## config.mk

```make
export PLATFORM = sky130hd
export DESIGN_NAME = apb_regfile_ws
export DESIGN_NICKNAME = d
export VERILOG_FILES = /design/src/rtl/apb_regfile_ws.sv
export SDC_FILE = /design/constraint.sdc
export NUM_CORES = 1
export LEC_CHECK = 0
export CAP_MARGIN = 0
export CORE_MARGIN = 2
export CORE_UTILIZATION = 41
export CTS_BUF_LIST = sky130_fd_sc_hd__clkbuf_4
export CTS_CLUSTER_DIAMETER = 30
export DETAILED_ROUTE_END_ITERATION = 7
export PLACE_DENSITY = 0.81
export SLEW_MARGIN = 0
export SYNTH_ARGS = -nofsm -noshare
export SYNTH_HDL_FRONTEND = slang
export SYNTH_SLANG_ARGS = --single-unit
```

## constraint.sdc

```tcl
create_clock -name clk -period 5.9 [get_ports clk]
set_input_delay 0.59 -clock clk [delete_from_list [all_inputs] [get_ports clk]]
set_output_delay 0.59 -clock clk [all_outputs]
set_load 0.02 [all_outputs]
```

## src/rtl/apb_regfile_ws.sv

```systemverilog
// APB4 slave register file: byte-strobed RW registers, live-input RO registers,
// programmable wait states, error responses and per-register write pulses.
module apb_regfile_ws #(
  parameter int              REGWIDTH     = 32,
  parameter int              N_REGS       = 4,
  parameter int              G_ADDR_WIDTH = $clog2(N_REGS) + $clog2(REGWIDTH/8),
  parameter int              WAIT_STATES  = 0,
  parameter logic [N_REGS-1:0] RO_MASK    = '0,
  parameter bit              PRIV_ONLY    = 1'b0
) (
  input  logic                         clk,
  input  logic                         rst,
  input  logic                         s_apb_psel,
  input  logic                         s_apb_penable,
  input  logic                         s_apb_pwrite,
  input  logic [2:0]                   s_apb_pprot,
  input  logic [G_ADDR_WIDTH-1:0]      s_apb_paddr,
  input  logic [REGWIDTH-1:0]          s_apb_pwdata,
  input  logic [REGWIDTH/8-1:0]        s_apb_pstrb,
  output logic                         s_apb_pready,
  output logic [REGWIDTH-1:0]          s_apb_prdata,
  output logic                         s_apb_pslverr,
  input  logic [N_REGS*REGWIDTH-1:0]   hw_rdata,
  output logic [N_REGS*REGWIDTH-1:0]   hw_q,
  output logic [N_REGS-1:0]            hw_wr_pulse
);
  localparam int NBYTES   = REGWIDTH / 8;
  localparam int ADDR_LSB = $clog2(NBYTES);

  typedef enum logic [1:0] {S_IDLE, S_WAIT, S_RESP} state_t;

  state_t                    state_q, state_d;
  logic [3:0]                wait_cnt_q;
  logic [G_ADDR_WIDTH-1:0]   addr_q;
  logic                      write_q;
  logic                      priv_q;
  logic [REGWIDTH-1:0]       wdata_q;
  logic [NBYTES-1:0]         strb_q;
  logic [REGWIDTH-1:0]       rdata_q;
  logic                      slverr_q;
  logic [REGWIDTH-1:0]       regs      [N_REGS];
  logic [REGWIDTH-1:0]       hw_rd_arr [N_REGS];

  logic [31:0]               idx;
  logic [N_REGS-1:0]         hit;
  logic                      in_range, ro_sel, dec_err, commit;
  logic [REGWIDTH-1:0]       rd_val;

  // Only the privileged bit of pprot matters here.
  logic unused_prot;
  assign unused_prot = ^s_apb_pprot[2:1];

  for (genvar g = 0; g < N_REGS; g++) begin : g_slice
    assign hw_rd_arr[g]                  = hw_rdata[g*REGWIDTH +: REGWIDTH];
    assign hw_q[g*REGWIDTH +: REGWIDTH]  = RO_MASK[g] ? '0 : regs[g];
  end

  // NOTE: state registers use non-blocking assignments so every flop samples pre-edge values.
  always_ff @(posedge clk or posedge rst) begin
    if (rst) state_q <= S_IDLE;
    else     state_q <= state_d;
  end

  // NOTE: every output of a combinational block gets a default first, so no path infers a latch.
  always_comb begin
    state_d = state_q;
    unique case (state_q)
      S_IDLE: if (s_apb_psel && !s_apb_penable) state_d = S_WAIT;
      S_WAIT: begin
        if (!s_apb_psel)                               state_d = S_IDLE;
        else if (s_apb_penable && wait_cnt_q == 4'd0)  state_d = S_RESP;
      end
      S_RESP:  state_d = S_IDLE;
      default: state_d = S_IDLE;
    endcase
  end

  always_comb begin
    s_apb_pready  = (state_q == S_RESP);
    s_apb_prdata  = s_apb_pready ? rdata_q : '0;
    s_apb_pslverr = s_apb_pready & slverr_q;
  end

  // Decode works on the address latched at SETUP, not the live bus.
  always_comb begin
    idx      = 32'(addr_q) >> ADDR_LSB;
    in_range = (idx < N_REGS);
    hit      = '0;
    rd_val   = '0;
    for (int i = 0; i < N_REGS; i++) begin
      hit[i] = (idx == 32'(i));
      if (hit[i]) rd_val = RO_MASK[i] ? hw_rd_arr[i] : regs[i];
    end
    ro_sel  = |(hit & RO_MASK);
    dec_err = !in_range || (write_q && ro_sel) || (PRIV_ONLY && !priv_q);
    commit  = (state_q == S_RESP) && write_q && !dec_err;
  end

  always_ff @(posedge clk or posedge rst) begin
    if (rst) begin
      wait_cnt_q <= '0;
      addr_q     <= '0;
      write_q    <= 1'b0;
      priv_q     <= 1'b0;
      wdata_q    <= '0;
      strb_q     <= '0;
      rdata_q    <= '0;
      slverr_q   <= 1'b0;
    end else begin
      if (state_q == S_IDLE && s_apb_psel && !s_apb_penable) begin
        wait_cnt_q <= 4'(WAIT_STATES);
        addr_q     <= s_apb_paddr;
        write_q    <= s_apb_pwrite;
        priv_q     <= s_apb_pprot[0];
        wdata_q    <= s_apb_pwdata;
        strb_q     <= s_apb_pstrb;
      end else if (state_q == S_WAIT && s_apb_psel && s_apb_penable && wait_cnt_q != 4'd0) begin
        wait_cnt_q <= wait_cnt_q - 4'd1;
      end
      // Read data (including live RO inputs) is captured on entry to RESP.
      if (state_q == S_WAIT && state_d == S_RESP) begin
        rdata_q  <= dec_err ? '0 : rd_val;
        slverr_q <= dec_err;
      end
    end
  end

  // NOTE: the register array is reset explicitly because software may read it before any write.
  always_ff @(posedge clk or posedge rst) begin
    if (rst) begin
      for (int i = 0; i < N_REGS; i++) regs[i] <= '0;
      hw_wr_pulse <= '0;
    end else begin
      hw_wr_pulse <= '0;
      if (commit) begin
        for (int i = 0; i < N_REGS; i++) begin
          if (hit[i]) begin
            hw_wr_pulse[i] <= 1'b1;
            for (int b = 0; b < NBYTES; b++)
              if (strb_q[b]) regs[i][8*b +: 8] <= wdata_q[8*b +: 8];
          end
        end
      end
    end
  end

endmodule

```

==> Word level (Yosys, flattened, before mapping) <==
Index checks and enable logic that the tools add are counted.
{ "totals": {"regBits": 212, "input_bits": 176, "elab_cells": 84, "out_inout_bits": 166} }
{ "classes": {"bitwise_logic": 1, "muxes": 17, "n_eq_ne": 6, "reduce_logical": 33, "addsub": 1, "magnitude_cmp": 1} }
{ "ops": {"columns": ["operator", "count"], "rows": [
  ["$mux W32", 6],
  ["$reduce_and A3 Y1", 16],
  ["$logic_not A32 Y1", 1],
  ["$mux W4", 3],
  ["$logic_and A1 B1 Y1", 10],
  ["$eq A2 B2 Y1 const B", 4],
  ["$mux W2", 3],
  ["$eq A2 B1 Y1 const B", 2],
  ["$logic_not A4 Y1", 1],
  ["$mux W1", 4],
  ["$pmux W2 S2", 1],
  ["$reduce_bool A4 Y1", 1],
  ["$sub A4 B1 Y4 const B", 1],
  ["$lt A2 B3 Y1 const B", 1],
  ["$logic_not A1 Y1", 2],
  ["$logic_not A2 Y1", 1],
  ["$reduce_bool A2 Y1", 1],
  ["$and A1 B1 Y1", 1]
]} }

==> Depth between registers and ports, before layout <==
Gate-level depths: netlist of run 1.
{ "depth": {"word_depth": 7, "mapped_depth": 7, "depth_no_buf": 5} }

==> Worst setup path before layout of run 1 <==
No wires, ideal clock.
{ "synth_path": {"path_type": "reg-to-output", "from": "reg state_q[1]", "to": "out s_apb_prdata[22]", "required_ps": 5310, "path_stages_with_launch": 5, "path_slack_ps": 3895, "t_arrival_ps": 1415, "path_buffers": 2, "cell_sequence": "dfrtp_1 buf_2 nor2b_1 clkbuf_1 and2_1"} }
{ "synth_between": {"elab_chain_cells": 2} }
{ "synth_rtl": {"columns": ["element", "line", "rtl"], "rows": [
  ["from (decl)", "32", "state_t state_q, state_d;"],
  ["from (signal assigned)", "61", "else state_q <= state_d;"],
  ["$eq A2 B2 Y1", "79", "s_apb_pready = (state_q == S_RESP);"],
  ["named net s_apb_pready", "20", "output logic s_apb_pready,"],
  ["$mux W32", "80", "s_apb_prdata = s_apb_pready ? rdata_q : '0;"],
  ["to (decl)", "21", "output logic [REGWIDTH-1:0] s_apb_prdata,"]
]} }
The timed path passes the listed nets, and every way through them passes these cells.

==> Worst setup path after layout of run 1 <==
{ "layout_path": {"from": "reg state_q[1]", "to": "out s_apb_prdata[1]"} }
{ "layout_between": {"elab_chain_cells": 2} }
{ "layout_rtl": {"columns": ["element", "line"], "rows": [
  ["$eq A2 B2 Y1", "79"],
  ["$mux W32", "80"]
]} }
Every way passes these cells.

==> flow_metrics.tcl, run 1 <==
set metrics [dict create \
    status "finished clean" \
    yosys.area_share.simple_pct 5.52 \
    netlist_instances 558 \
    whs_ns 0.494 \
    core_area_mm2 0.0216 \
    clk_latency_ns 0.66 \
    r2r_slack_ns 3.36 \
    path_cells "nor2b_4 -> and2_1 -> clkdlybuf4s50_1" \
    syn_area_mm2 0.00894 \
    crit_type "register to output port" \
    crit_path_end "s_apb_prdata[1]" \
    clkPwrFrac_pct 34.4 \
    row_count 54 \
    cts_resized 0 \
    internal-power_mw 2.77 \
    fmax_mhz 293 \
    die_area_mm2 0.0230 \
    io_buffers 207 \
    seq_area_mm2 0.00523 \
    gp_congestion 0.724 \
    fin_area_mm2 0.0120 \
    syn-num-nets 736 \
    setup_viol 0 \
    seq_power_share_pct 46.5 \
    maxCapViolCount 0 \
    async_reset_ff_share_pct 100 \
    first_pass_iters 4 \
    h-tree-depth 2 \
    die_h_um 152 \
    hp-class "register to register" \
    drive_gt1_share_pct 41.7 \
    fin_tns_setup_ns 0 \
    tritoncts "yes" \
    reg2reg_depth 6 \
    synth-xor-area-share_pct 0 \
    drt-total-wl_um 22300 \
    final.setup.worst_slack_ns 2.48 \
    post-route-min-period_ns 3.42 \
    overflow 0 \
    cts_hold_buf 0 \
    pin_count 342 \
    worstSetupEndpointType "output port" \
    grt_pass1_wl_um 34300 \
    r2r-start "wait_cnt_q[0]$_DFFE_PP0P_" \
    cts.reportedPaths.clkPinSlew_ns 0.06 \
    clk_path_buf_depth 3 \
    ant_nets 0 \
    syn_area_per_cell_um2 16.0 \
    cp.depth 3 \
    clockRootBuffer "clkbuf_4" \
    slew_viol_final 0 \
    yosysWarnings 0 \
    critPathMaxStageDelay_ns 0.78 \
    fin_crit_sh_pct 57.9 \
    num-nets-final 984 \
    skew_ns 0.0249 \
    dpl.cell_count 1025 \
    holdPathStages 1 \
    cts_sinks 209 \
    track_usage_pct 19.8 \
    routed-via-count 5780 \
    antenna_found_initial 3 \
    wl_per_cell_um 19.7 \
    synthAdderAreaFrac_pct 0.280 \
    utilization_pct 55.7 \
    cts_made_buffers 59 \
    final_cells 1130 \
    arrival_ns 2.83 \
    muxShareOfSynthArea_pct 33.2 \
    required_ns 5.31 \
    p_total_mw 3.86 \
    syn_to_final_growth_pct 34.7 \
    p_comb_share_pct 19.1 \
    crit_slowest_cell "nor2b_4" \
    hold_viol_final 0 \
    start_util_pct 41.3 \
    place_area_mm2 0.0113 \
    startpoint_type "register" \
    cts_setup_buffers 0 \
    rsz0062_at_grt "false" \
    switchingPower_mw 1.09 \
    worst_pin_slew_ns 1.05 \
    synthDistinctLibCells 32 \
    ys_seq_area_share_pct 58.5 \
    synth_seq_cells 209 \
    p_per_area_mw_per_mm2 321 \
    hpwl_um 14700 \
    r2r_end "rdata_q[18]$_DFFE_PP0P_" \
    preCtsSetupSlack_ns 3.04 \
    multi_input_area_mm2 0.00354 \
    synth_top_family_by_area "multiplexers" \
    viasPerCell 5.12 \
    power.share.switching_pct 28.3 \
    irDropWorstVdd_v 0.000169 \
    ys.flop_type "dfrtp_1" \
    p_leak_nw 5.46 \
    die_w_um 152 \
    synth-compound-area-share_pct 0.434 \
    synth_edf_count 0 \
    relSlewSlack_pct 29.7 \
    grt_max_degree 64 \
    drt_iter0_markers 149 \
    fillerInstances 1840 \
    crit_fanout 34 \
    cp_top_family "simple AND/OR/NAND/NOR gates" \
    drc 0 \
    path_buf_inv 1 \
    startpoint "state_q[1]$_DFF_PP0_" \
    grt_pass1_vias 6105 \
]
-- how the worst min path moves through the flow --
stage	slack, ns	startpoint	end
floorplan	0.46	wait_cnt_q[3]$_DFFE_PP0P_	wait_cnt_q[3]$_DFFE_PP0P_
global placement	0.48	rdata_q[3]$_DFFE_PP0P_	rdata_q[3]$_DFFE_PP0P_
detailed placement	0.49	rdata_q[3]$_DFFE_PP0P_	rdata_q[3]$_DFFE_PP0P_
CTS	0.46	rst	hw_q[68]$_DFFE_PP0P_
global route	0.47	s_apb_pwdata[2]	wdata_q[2]$_DFFE_PP0P_
finish	0.49	rdata_q[3]$_DFFE_PP0P_	rdata_q[3]$_DFFE_PP0P_
-- placed cells by master, fill, tap and decap left out, types with 4 or more instances in the layout --
cell	n
nor2_2	12
dfrtp_1	207
a21oi_1	4
nor2_1	4
clkbuf_4	90
clkinv_1	5
clkinv_2	7
mux2_2	196
mux4_2	32
buf_4	8
nand4b_1	5
clkdlybuf4s50_1	207
nand2b_1	8
and2_1	32
-- power groups by stage --
stage                     clock network (mW)  logic [mW]  registers [mW]
after floorplan                            0       0.337            1.87
after global placement                     0       0.731            1.81
after detailed placement                   0       0.746            1.82
after CTS                               1.37       0.749            1.80
after global routing                    1.46       0.786            1.83
final                                   1.33       0.737            1.79
-- worst reg2reg max path, delay by kind of cell (launching register included) --
family                     cells  cell delay (ns)
and+or+nand+nor                2             0.92
buffers and inverters          2             0.56
DFF                            1             0.39
muxes                          1             0.39
adders and majority gates      1             0.16
-- state kept, by name, summed over array words and instances (netlist names) --
name and count:
hw_wr_pulse 4, state_q 2, rdata_q 32, strb_q 4, write_q 1, wait_cnt_q 4
wdata_q 32, addr_q 2, hw_q 128
-- cell type report --
type | instances | share of cell area, %
timing repair buffer | 215 | 17.7
sequential | 209 | 43.5
tap | 280 | 2.91
antenna | 1 | 0.0208
multi-input combinational | 317 | 29.4
clock inverter | 14 | 0.728
inverter | 4 | 0.156
clock buffer | 90 | 5.61
-- synthesized netlist by cell type (5+ instances only) --
| cell | count | area [um2] |
|---|---|---|
| and2_1 | 32 | 200 |
| nand4b_1 | 5 | 43.8 |
| nand2b_1 | 8 | 50.1 |
| clkbuf_1 | 7 | 26.3 |
| nor2_2 | 12 | 75.1 |
| buf_2 | 12 | 60.1 |
| buf_4 | 5 | 37.5 |
| mux2_2 | 196 | 2210 |
| mux4_2 | 32 | 721 |
| dfrtp_1 | 209 | 5230 |
-- layer usage --
layer | vias up | part of all wire [%] | global-route usage, %
met5 | - | 0.054 | 0
met4 | 2 | 1.8 | 5.46
met3 | 34 | 9.3 | 8.29
met2 | 204 | 48 | 31.7
met1 | 2961 | 41 | 24.8
li1 | 2579 | - | -
-- cells by family after synthesis --
kind of cell | Yosys count
flip-flops | 209
AND/OR/NAND/NOR | 75
multiplexers | 232
AO/OA/AOI/OAI | 7
buffers and inverters | 32
other | 1
adder cells (fa/ha/maj) | 2
No activity file was read; power rests on OpenSTA's default activity.
==> run 2, diff against run 1 <==
--- a/config.mk
+++ b/config.mk
@@ -7,11 +7,11 @@
 export LEC_CHECK = 0
 export CAP_MARGIN = 0
 export CORE_MARGIN = 2
-export CORE_UTILIZATION = 41
+export CORE_UTILIZATION = 46
 export CTS_BUF_LIST = sky130_fd_sc_hd__clkbuf_4
 export CTS_CLUSTER_DIAMETER = 30
 export DETAILED_ROUTE_END_ITERATION = 7
-export PLACE_DENSITY = 0.81
+export PLACE_DENSITY = 0.85
 export SLEW_MARGIN = 0
 export SYNTH_ARGS = -nofsm -noshare
 export SYNTH_HDL_FRONTEND = slang
==> constraint.sdc (replaced) <==
create_clock -name clk -period 3.2 [get_ports clk]
set_input_delay 0.32 -clock clk [delete_from_list [all_inputs] [get_ports clk]]
set_output_delay 0.32 -clock clk [all_outputs]
set_load 0.02 [all_outputs]
==> flow_metrics.tcl, run 2 (same netlist as run 1, synthesis figures left out) <==
set metrics [dict create \
    final.setup.worst_slack_ns 0.413 \
    track_usage_pct 22.7 \
    dr_wl_met3_um 2170 \
    hold_viol_final 0 \
    status "finished clean" \
    critPathMaxStageDelay_ns 0.66 \
    grt_pass1_wl_um 35500 \
    drc 0 \
    p_total_mw 6.95 \
    crit_slowest_cell "clkdlybuf4s50_1" \
    fin_tns_setup_ns 0 \
    io_buffers 207 \
    wirelength_met1_um 9300 \
    first_pass_iters 4 \
    cts.reportedPaths.clkPinSlew_ns 0.06 \
    cts_sinks 209 \
    routed-via-count 5812 \
    preCtsSetupSlack_ns 0.965 \
    cp_top_family "buffers and inverters" \
    irDropWorstVdd_v 0.000386 \
    h-tree-depth 2 \
    path_buf_inv 2 \
    cts_resized 0 \
    clockRootBuffer "clkbuf_4" \
    r2r_slack_ns 1.07 \
    utilization_pct 63.6 \
    largest_reg_flops 128 \
    arrival_ns 2.47 \
    crit_type "register to output port" \
    rsz0062_at_grt "false" \
    hpwl_um 15400 \
    post-route-min-period_ns 2.79 \
    p_comb_share_pct 20.3 \
    fmax_mhz 359 \
    cp.depth 4 \
    required_ns 2.88 \
    reg2reg_depth 3 \
    worst_pin_slew_ns 0.616 \
    p_per_area_mw_per_mm2 578 \
    startpoint_type "register" \
    p_leak_nw 5.46 \
    grt_max_degree 73 \
    gp_congestion 0.803 \
    switchingPower_mw 1.98 \
    start_util_pct 47.3 \
    drive_gt1_share_pct 41.5 \
    antenna_found_initial 1 \
    cts_hold_buf 0 \
    relSlewSlack_pct 58.9 \
    maxCapViolCount 0 \
    num-nets-final 988 \
    hp-class "input pin to async pin" \
    power.share.switching_pct 28.5 \
    final_cells 1109 \
    drt-total-wl_um 22700 \
    row_count 50 \
    clkPwrFrac_pct 32.3 \
    fillerInstances 1368 \
    path_cells "nor2b_2 -> buf_4 -> and2_1 -> clkdlybuf4s50_1" \
    tritoncts "yes" \
    clk_latency_ns 0.68 \
    cts_setup_buffers 0 \
    crit_fanout 19 \
    slew_viol_final 0 \
    skew_ns 0.0718 \
    fin_crit_sh_pct 87.1 \
    die_h_um 143 \
    syn_to_final_growth_pct 34.5 \
    grt_pass1_vias 6380 \
    core_area_mm2 0.0189 \
    internal-power_mw 4.97 \
    dpl.cell_count 1012 \
    seq_power_share_pct 47.4 \
    wl_met2_um 10800 \
    viasPerCell 5.24 \
    top_layer "met4" \
    drt_iter0_markers 206 \
    pin_count 342 \
    cts_made_buffers 56 \
    setup_viol 0 \
    die_area_mm2 0.0206 \
    clk_path_buf_depth 3 \
    worstSetupEndpointType "output port" \
    ant_nets 0 \
    wl_per_cell_um 20.5 \
    overflow 0 \
    layout_common_cells "dfrtp_1 (207), clkdlybuf4s50_1 (207), mux2_2 (196), clkbuf_4 (86)" \
    die_w_um 143 \
]
-- run 2: cell count changes in the layout (fill, tap and decap cells not counted), sizes merged --
cell	change
buf	+7
clkbuf	-4
bufinv	-1
clkinv	-4
inv	+1
-- run 2: metal layers --
layer,up-vias,global-route usage [%]
met5,-,0
met4,0,6.91
met3,36,9.30
met2,235,36.4
met1,2973,28.4
li1,2568,-
-- run 2: power groups by stage --
stage,sequential [mW],combinational [mW],clock (mW)
after floorplan,3.46,0.621,0
after global placement,3.30,1.39,0
after detailed placement,3.34,1.42,0
after CTS,3.30,1.43,2.31
after global routing,3.35,1.50,2.47
final,3.30,1.41,2.25
-- run 2: final timing paths --
kind,from,end
max in group asynchronous,rst,hw_q[118]$_DFFE_PP0P_
min in group clk,s_apb_pstrb[3],strb_q[3]$_DFFE_PP0P_
min reg2reg,rdata_q[21]$_DFFE_PP0P_,rdata_q[21]$_DFFE_PP0P_
max,state_q[1]$_DFF_PP0_,s_apb_prdata[1]
max reg2reg,addr_q[2]$_DFFE_PP0P_,hw_q[35]$_DFFE_PP0P_
min,rst,hw_q[0]$_DFFE_PP0P_
-- run 2: final cells by class --
type | instances | area, um2 | area share (%)
multi-input combinational | 317 | 3530 | 29.4
clock buffer | 86 | 646 | 5.37
clock inverter | 10 | 40.0 | 0.333
inverter | 4 | 18.8 | 0.156
tap | 260 | 325 | 2.71
timing repair buffer | 222 | 2220 | 18.5
antenna | 1 | 2.50 | 0.0208
sequential | 209 | 5230 | 43.5
-- run 2: per-stage QoR --
stage / area (um2) / hold WS, ns
6_report: 12000 / 0.0533
3_5_place_dp: 11300 / 0.487
5_1_grt: 12000 / 0.0711
3_3_place_gp: 11300 / 0.480
4_1_cts: 12000 / 0.0294
2_1_floorplan: 8940 / 0.402
==> run 3, diff against run 2 <==
--- a/config.mk
+++ b/config.mk
@@ -7,11 +7,11 @@
 export LEC_CHECK = 0
 export CAP_MARGIN = 0
 export CORE_MARGIN = 2
-export CORE_UTILIZATION = 46
+export CORE_UTILIZATION = 49
 export CTS_BUF_LIST = sky130_fd_sc_hd__clkbuf_4
 export CTS_CLUSTER_DIAMETER = 30
 export DETAILED_ROUTE_END_ITERATION = 7
-export PLACE_DENSITY = 0.85
+export PLACE_DENSITY = 0.9
 export SLEW_MARGIN = 0
 export SYNTH_ARGS = -nofsm -noshare
 export SYNTH_HDL_FRONTEND = slang
==> constraint.sdc (replaced) <==
create_clock -name clk -period 3.5 [get_ports clk]
set_input_delay 0.35 -clock clk [delete_from_list [all_inputs] [get_ports clk]]
set_output_delay 0.35 -clock clk [all_outputs]
set_load 0.02 [all_outputs]
==> flow_metrics.tcl, run 3 (same netlist as run 1, synthesis figures left out) <==
set metrics [dict create \
    status "finished clean" \
    pin_count 342 \
    r2r-start "wait_cnt_q[1]$_DFFE_PP0P_" \
    drt-total-wl_um 23200 \
    hpwl_um 15400 \
    die_area_mm2 0.0193 \
    slew_viol_final 0 \
    multi_input_area_mm2 0.00353 \
    syn_to_final_growth_pct 34.4 \
    preCtsSetupSlack_ns 0.996 \
    largest_reg_flops 128 \
    grt_pass1_wl_um 37100 \
    ant_nets 0 \
    wl_per_cell_um 21.5 \
    worst_pin_slew_ns 0.846 \
    required_ns 3.15 \
    start_util_pct 49.9 \
    cts_sinks 209 \
    cts_setup_buffers 0 \
    final.setup.worst_slack_ns 0.264 \
    viasPerCell 5.46 \
    tritoncts "yes" \
    fin_crit_sh_pct 92.5 \
    core_area_mm2 0.0179 \
    drive_gt1_share_pct 40.9 \
    fin_area_mm2 0.0120 \
    p_total_mw 6.44 \
    p_per_area_mw_per_mm2 536 \
    startpoint "state_q[1]$_DFF_PP0_" \
    h-tree-depth 2 \
    fillerInstances 1223 \
    antenna_found_initial 2 \
    relSlewSlack_pct 43.6 \
    clk_latency_ns 0.67 \
    fmax_mhz 309 \
    row_count 49 \
    post-route-min-period_ns 3.24 \
    r2r_slack_ns 1.08 \
    cts_made_buffers 57 \
    cts.reportedPaths.clkPinSlew_ns 0.06 \
    routed-via-count 5869 \
    first_pass_iters 5 \
    rsz0062_at_grt "false" \
    arrival_ns 2.89 \
    drt_iter0_markers 262 \
    clk_path_buf_depth 3 \
    crit_fanout 22 \
    grt_pass1_vias 6664 \
    cts_hold_buf 0 \
    layout_common_cells "dfrtp_1 (207), clkdlybuf4s50_1 (207), mux2_2 (196), clkbuf_4 (83)" \
    cts_resized 0 \
    hp-class "input pin to async pin" \
    clockRootBuffer "clkbuf_4" \
    hold_viol_final 0 \
    grt_max_degree 54 \
    seq_area_mm2 0.00523 \
    crit_slowest_cell "nor2b_2" \
    irDropWorstVdd_v 0.000360 \
    io_buffers 207 \
    skew_ns 0.0495 \
    gp_congestion 0.789 \
    startpoint_type "register" \
    critPathMaxStageDelay_ns 0.66 \
    r2r_end "rdata_q[17]$_DFFE_PP0P_" \
    overflow 0 \
    place_area_mm2 0.0113 \
    track_usage_pct 24.5 \
    reg2reg_depth 6 \
    die_w_um 139 \
    p_leak_nw 5.45 \
    drc 0 \
    crit_type "register to output port" \
    fin_tns_setup_ns 0 \
    num-nets-final 985 \
    maxCapViolCount 0 \
    die_h_um 139 \
    crit_path_end "s_apb_prdata[30]" \
    path_cells "nor2b_2 -> buf_12 -> and2_1 -> clkdlybuf4s50_1" \
    worstSetupEndpointType "output port" \
    setup_viol 0 \
]
-- run 3: report_power, final --
group,internal [mW],switching (mW),total (mW)
registers,2.72,0.314,3.04
clock network,1.15,0.986,2.14
logic,0.714,0.555,1.27
-- run 3: cell type report --
cell class,instances,share of cell area [%]
sequential,209,43.6
multi-input combinational,317,29.4
timing repair buffer,218,18.6
clock buffer,83,5.19
tap,229,2.38
clock inverter,14,0.719
inverter,4,0.156
antenna,1,0.0208
-- run 3: worst max-delay path: cells and delay by family, from the launching register on --
family / cells / cell delay [ns]
buffers and inverters: 2 / 0.85
flip-flops: 1 / 0.53
AND/OR/NAND/NOR: 2 / 0.81
-- run 3: worst min-delay path by stage --
| stage | startpoint | end | slack [ns] | depth (start not counted) |
|---|---|---|---|---|
| floorplan | s_apb_penable | state_q[0]$_DFF_PP0_ | 0.43 | 1 |
| global placement | rdata_q[24]$_DFFE_PP0P_ | rdata_q[24]$_DFFE_PP0P_ | 0.48 | 1 |
| detailed placement | rdata_q[7]$_DFFE_PP0P_ | rdata_q[7]$_DFFE_PP0P_ | 0.49 | 1 |
| CTS | rst | hw_q[37]$_DFFE_PP0P_ | 0.16 | 2 |
| global route | rst | hw_q[96]$_DFFE_PP0P_ | 0.19 | 2 |
| finish | rst | strb_q[0]$_DFFE_PP0P_ | 0.19 | 2 |
-- run 3: layer usage --
layer,global-route usage (%),vias to the layer above,wire (um)
li1,-,2568,-
met1,30.8,3014,9490
met2,39.3,244,11100
met3,9.98,41,2200
met4,7.71,2,402
met5,0,-,13
-- run 3: per-stage QoR --
step | cells | util [%] | hold slack, ns
3_5_place_dp | 977 | 63.1 | 0.488
5_1_grt | 1074 | 67.1 | 0.186
6_report | 1075 | 67.1 | 0.186
4_1_cts | 1074 | 67.1 | 0.158
3_3_place_gp | 977 | 63.1 | 0.481
2_1_floorplan | 558 | - | 0.432
==> edit (flow settings as in run 1) <==
Make the reset (`rst`) synchronous in 3 clocked blocks.
--- a/src/rtl/apb_regfile_ws.sv
+++ b/src/rtl/apb_regfile_ws.sv
@@ -57,5 +57,5 @@
 
   // NOTE: state registers use non-blocking assignments so every flop samples pre-edge values.
-  always_ff @(posedge clk or posedge rst) begin
+  always_ff @(posedge clk) begin
     if (rst) state_q <= S_IDLE;
     else     state_q <= state_d;
@@ -97,5 +97,5 @@
   end
 
-  always_ff @(posedge clk or posedge rst) begin
+  always_ff @(posedge clk) begin
     if (rst) begin
       wait_cnt_q <= '0;
@@ -127,5 +127,5 @@
 
   // NOTE: the register array is reset explicitly because software may read it before any write.
-  always_ff @(posedge clk or posedge rst) begin
+  always_ff @(posedge clk) begin
     if (rst) begin
       for (int i = 0; i < N_REGS; i++) regs[i] <= '0;
Formal check against the unedited RTL: differs if rst is asserted again (counterexample within 4 cycles, from zero or initial values and one cycle with rst high); with rst held inactive, the same outputs for 4 cycles.
==> edit against run 1 <==
Critical path type unchanged; via count is 18% higher; setup slack worse by 0.13 ns; cell count is 16% higher; sequential cell count stayed put; routed wire length is 14% higher; critical endpoint unchanged; clock skew is 0.0085 ns higher; cell area is 3.1% lower; synthesized cell count is 39% higher; synthesized area is 2.8% lower.
Power is not compared: it rests on default switching activity, and its combinational part moved more than twofold at a synthesized area within 25%.
==> edit: results (changes against run 1) <==
INFO  run_status     outcome=complete, no violations [unchanged]
INFO  place          detailedPlacementHpwl=17400um [was 14700 um]
INFO  logic_synthesis dominantRegCellSynth=edfxtp_1 [was dfrtp_1]
INFO  detailed_routing initialDrtViolationCount=436 [was 149]
INFO  grt            grt_start_max_net_pins=90 [was 64]
INFO  critical_path  r2r.worst_path.cells=5 [was 6]
INFO  logic_synthesis ys_seq_area_share=62.9% [was 58.5%]
INFO  grt            track_usage=22.6% [was 19.8%]
INFO  clocking       tritoncts.num_buffers=56 [was 59]
INFO  grt            met2_usage=34.9% [was 31.7%]
INFO  detailed_routing drt_wirelength=25500um [was 22300 um]
INFO  critical_path  reg2reg_setup_slack=3.09ns [was 3.36 ns]
INFO  critical_path  crit_family=buffers and inverters [was simple AND/OR/NAND/NOR gates]
INFO  grt            grt_antenna_before_repair=1 [was 3]
INFO  grt            number_of_global_route_vias_before_repair=6766 [was 6105]
INFO  detailed_routing detailroute.via_count=6826 [was 5780]
INFO  critical_path  timing.rr.end=regs[1][1]$_SDFFCE_PN0P_ [was rdata_q[18]$_DFFE_PP0P_]
INFO  critical_path  crit_path_start=state_q[1]$_SDFF_PP0_ [was state_q[1]$_DFF_PP0_]
INFO  logic_synthesis yosys.cell_types.count=34 [was 32]
INFO  finish         design.final.nets=1168 [was 984]
INFO  critical_path  regToRegStartpoint=addr_q[2]$_SDFFE_PP0P_ [was wait_cnt_q[0]$_DFFE_PP0P_]
INFO  critical_path  worst_path_largest_cell_delay=0.66ns [was 0.78 ns]
INFO  logic_synthesis synth.cells.most_frequent=130 x nor2_1, 128 x edfxtp_1, 114 x nand2_1 [was 209 x dfrtp_1, 196 x mux2_2, 32 x and2_1, 32 x mux4_2]
INFO  logic_synthesis synthTopCellsByArea=edfxtp_1 44%, dfxtp_1 19%, mux4_2 8.3% [was dfrtp_1 59%, mux2_2 25%, mux4_2 8.1%]
INFO  critical_path  timing.critical_path.arrival=2.96ns [was 2.83 ns]
INFO  grt            grt_util_met3=5.43% [was 8.29%]
INFO  timing         worst_slew_pin_slew=1.13ns [was 1.05 ns]
INFO  critical_path  timing.critical_path.slowest_stage_cell=inv_1 [was nor2b_4]
INFO  grt            gr-usage-met1=30.4% [was 24.8%]
[edit: cell count changes after synthesis, sizes merged, moves of 6 or more]
cell,delta
nor2,+113
inv,+6
o21ai,+34
a21o,+12
mux2,-199
a21oi,+71
edfxtp,+128
clkbuf,+36
dfrtp,-209
nand2b,-6
nand3,+32
nand2,+111
dfxtp,+81
[edit: layer usage]
layer	vias to the layer above	wire length, um
li1	3181	-
met4	0	831
met3	57	2300
met2	341	11800
met1	3247	10500
met5	-	0
[edit: how the worst min path moves through the flow]
stage | slack, ns | to
floorplan | 0.44 | wdata_q[0]$_SDFFE_PP0P_
global placement | 0.44 | wdata_q[13]$_SDFFE_PP0P_
detailed placement | 0.45 | wdata_q[24]$_SDFFE_PP0P_
CTS | 0.42 | wdata_q[7]$_SDFFE_PP0P_
global route | 0.41 | wdata_q[10]$_SDFFE_PP0P_
finish | 0.46 | wdata_q[24]$_SDFFE_PP0P_
[edit: area by class of cell]
cell class	count	area share, %
flip-flops and latches	209	46.8
multi-input cells	493	24.7
diodes	1	0.0214
clock buffers	91	5.85
well taps	275	2.95
clock inverters	14	0.750
inverters	10	0.322
repair buffers	220	18.6
[edit: logic make-up after synthesis]
| family | count (synthesis) | synth area share [%] |
|---|---|---|
| AOI/OAI and AO/OA | 128 | 7.91 |
| adders and majority gates | 2 | 0.288 |
| buffers and inverters | 75 | 4.02 |
| DFF | 209 | 62.9 |
| muxes | 32 | 8.30 |
| other | 1 | 0.0432 |
| and+or+nand+nor | 330 | 16.5 |
[edit: tightest hold or removal path, cell delays in order, from the launching register on]
cell and delay [ns]:
dfxtp_1 0.31, nand2_1 0.05, a21oi_1 0.05
[edit: power breakdown]
part / leakage (nW) / internal, mW / switching [mW]
clock network: 0.464 / 0.741 / 0.597
logic: 1.57 / 0.116 / 0.131
registers: 1.98 / 1.59 / 0.0404
total: 4.01 / 2.45 / 0.769
[edit: stage by stage]
step,setup slack [ns],instances,area [sq um]
2_1_floorplan,3.90,777,8680
3_3_place_gp,3.03,1207,10900
3_5_place_dp,3.00,1207,10900
4_1_cts,2.28,1312,11700
5_1_grt,2.11,1313,11700
6_report,2.35,1313,11700
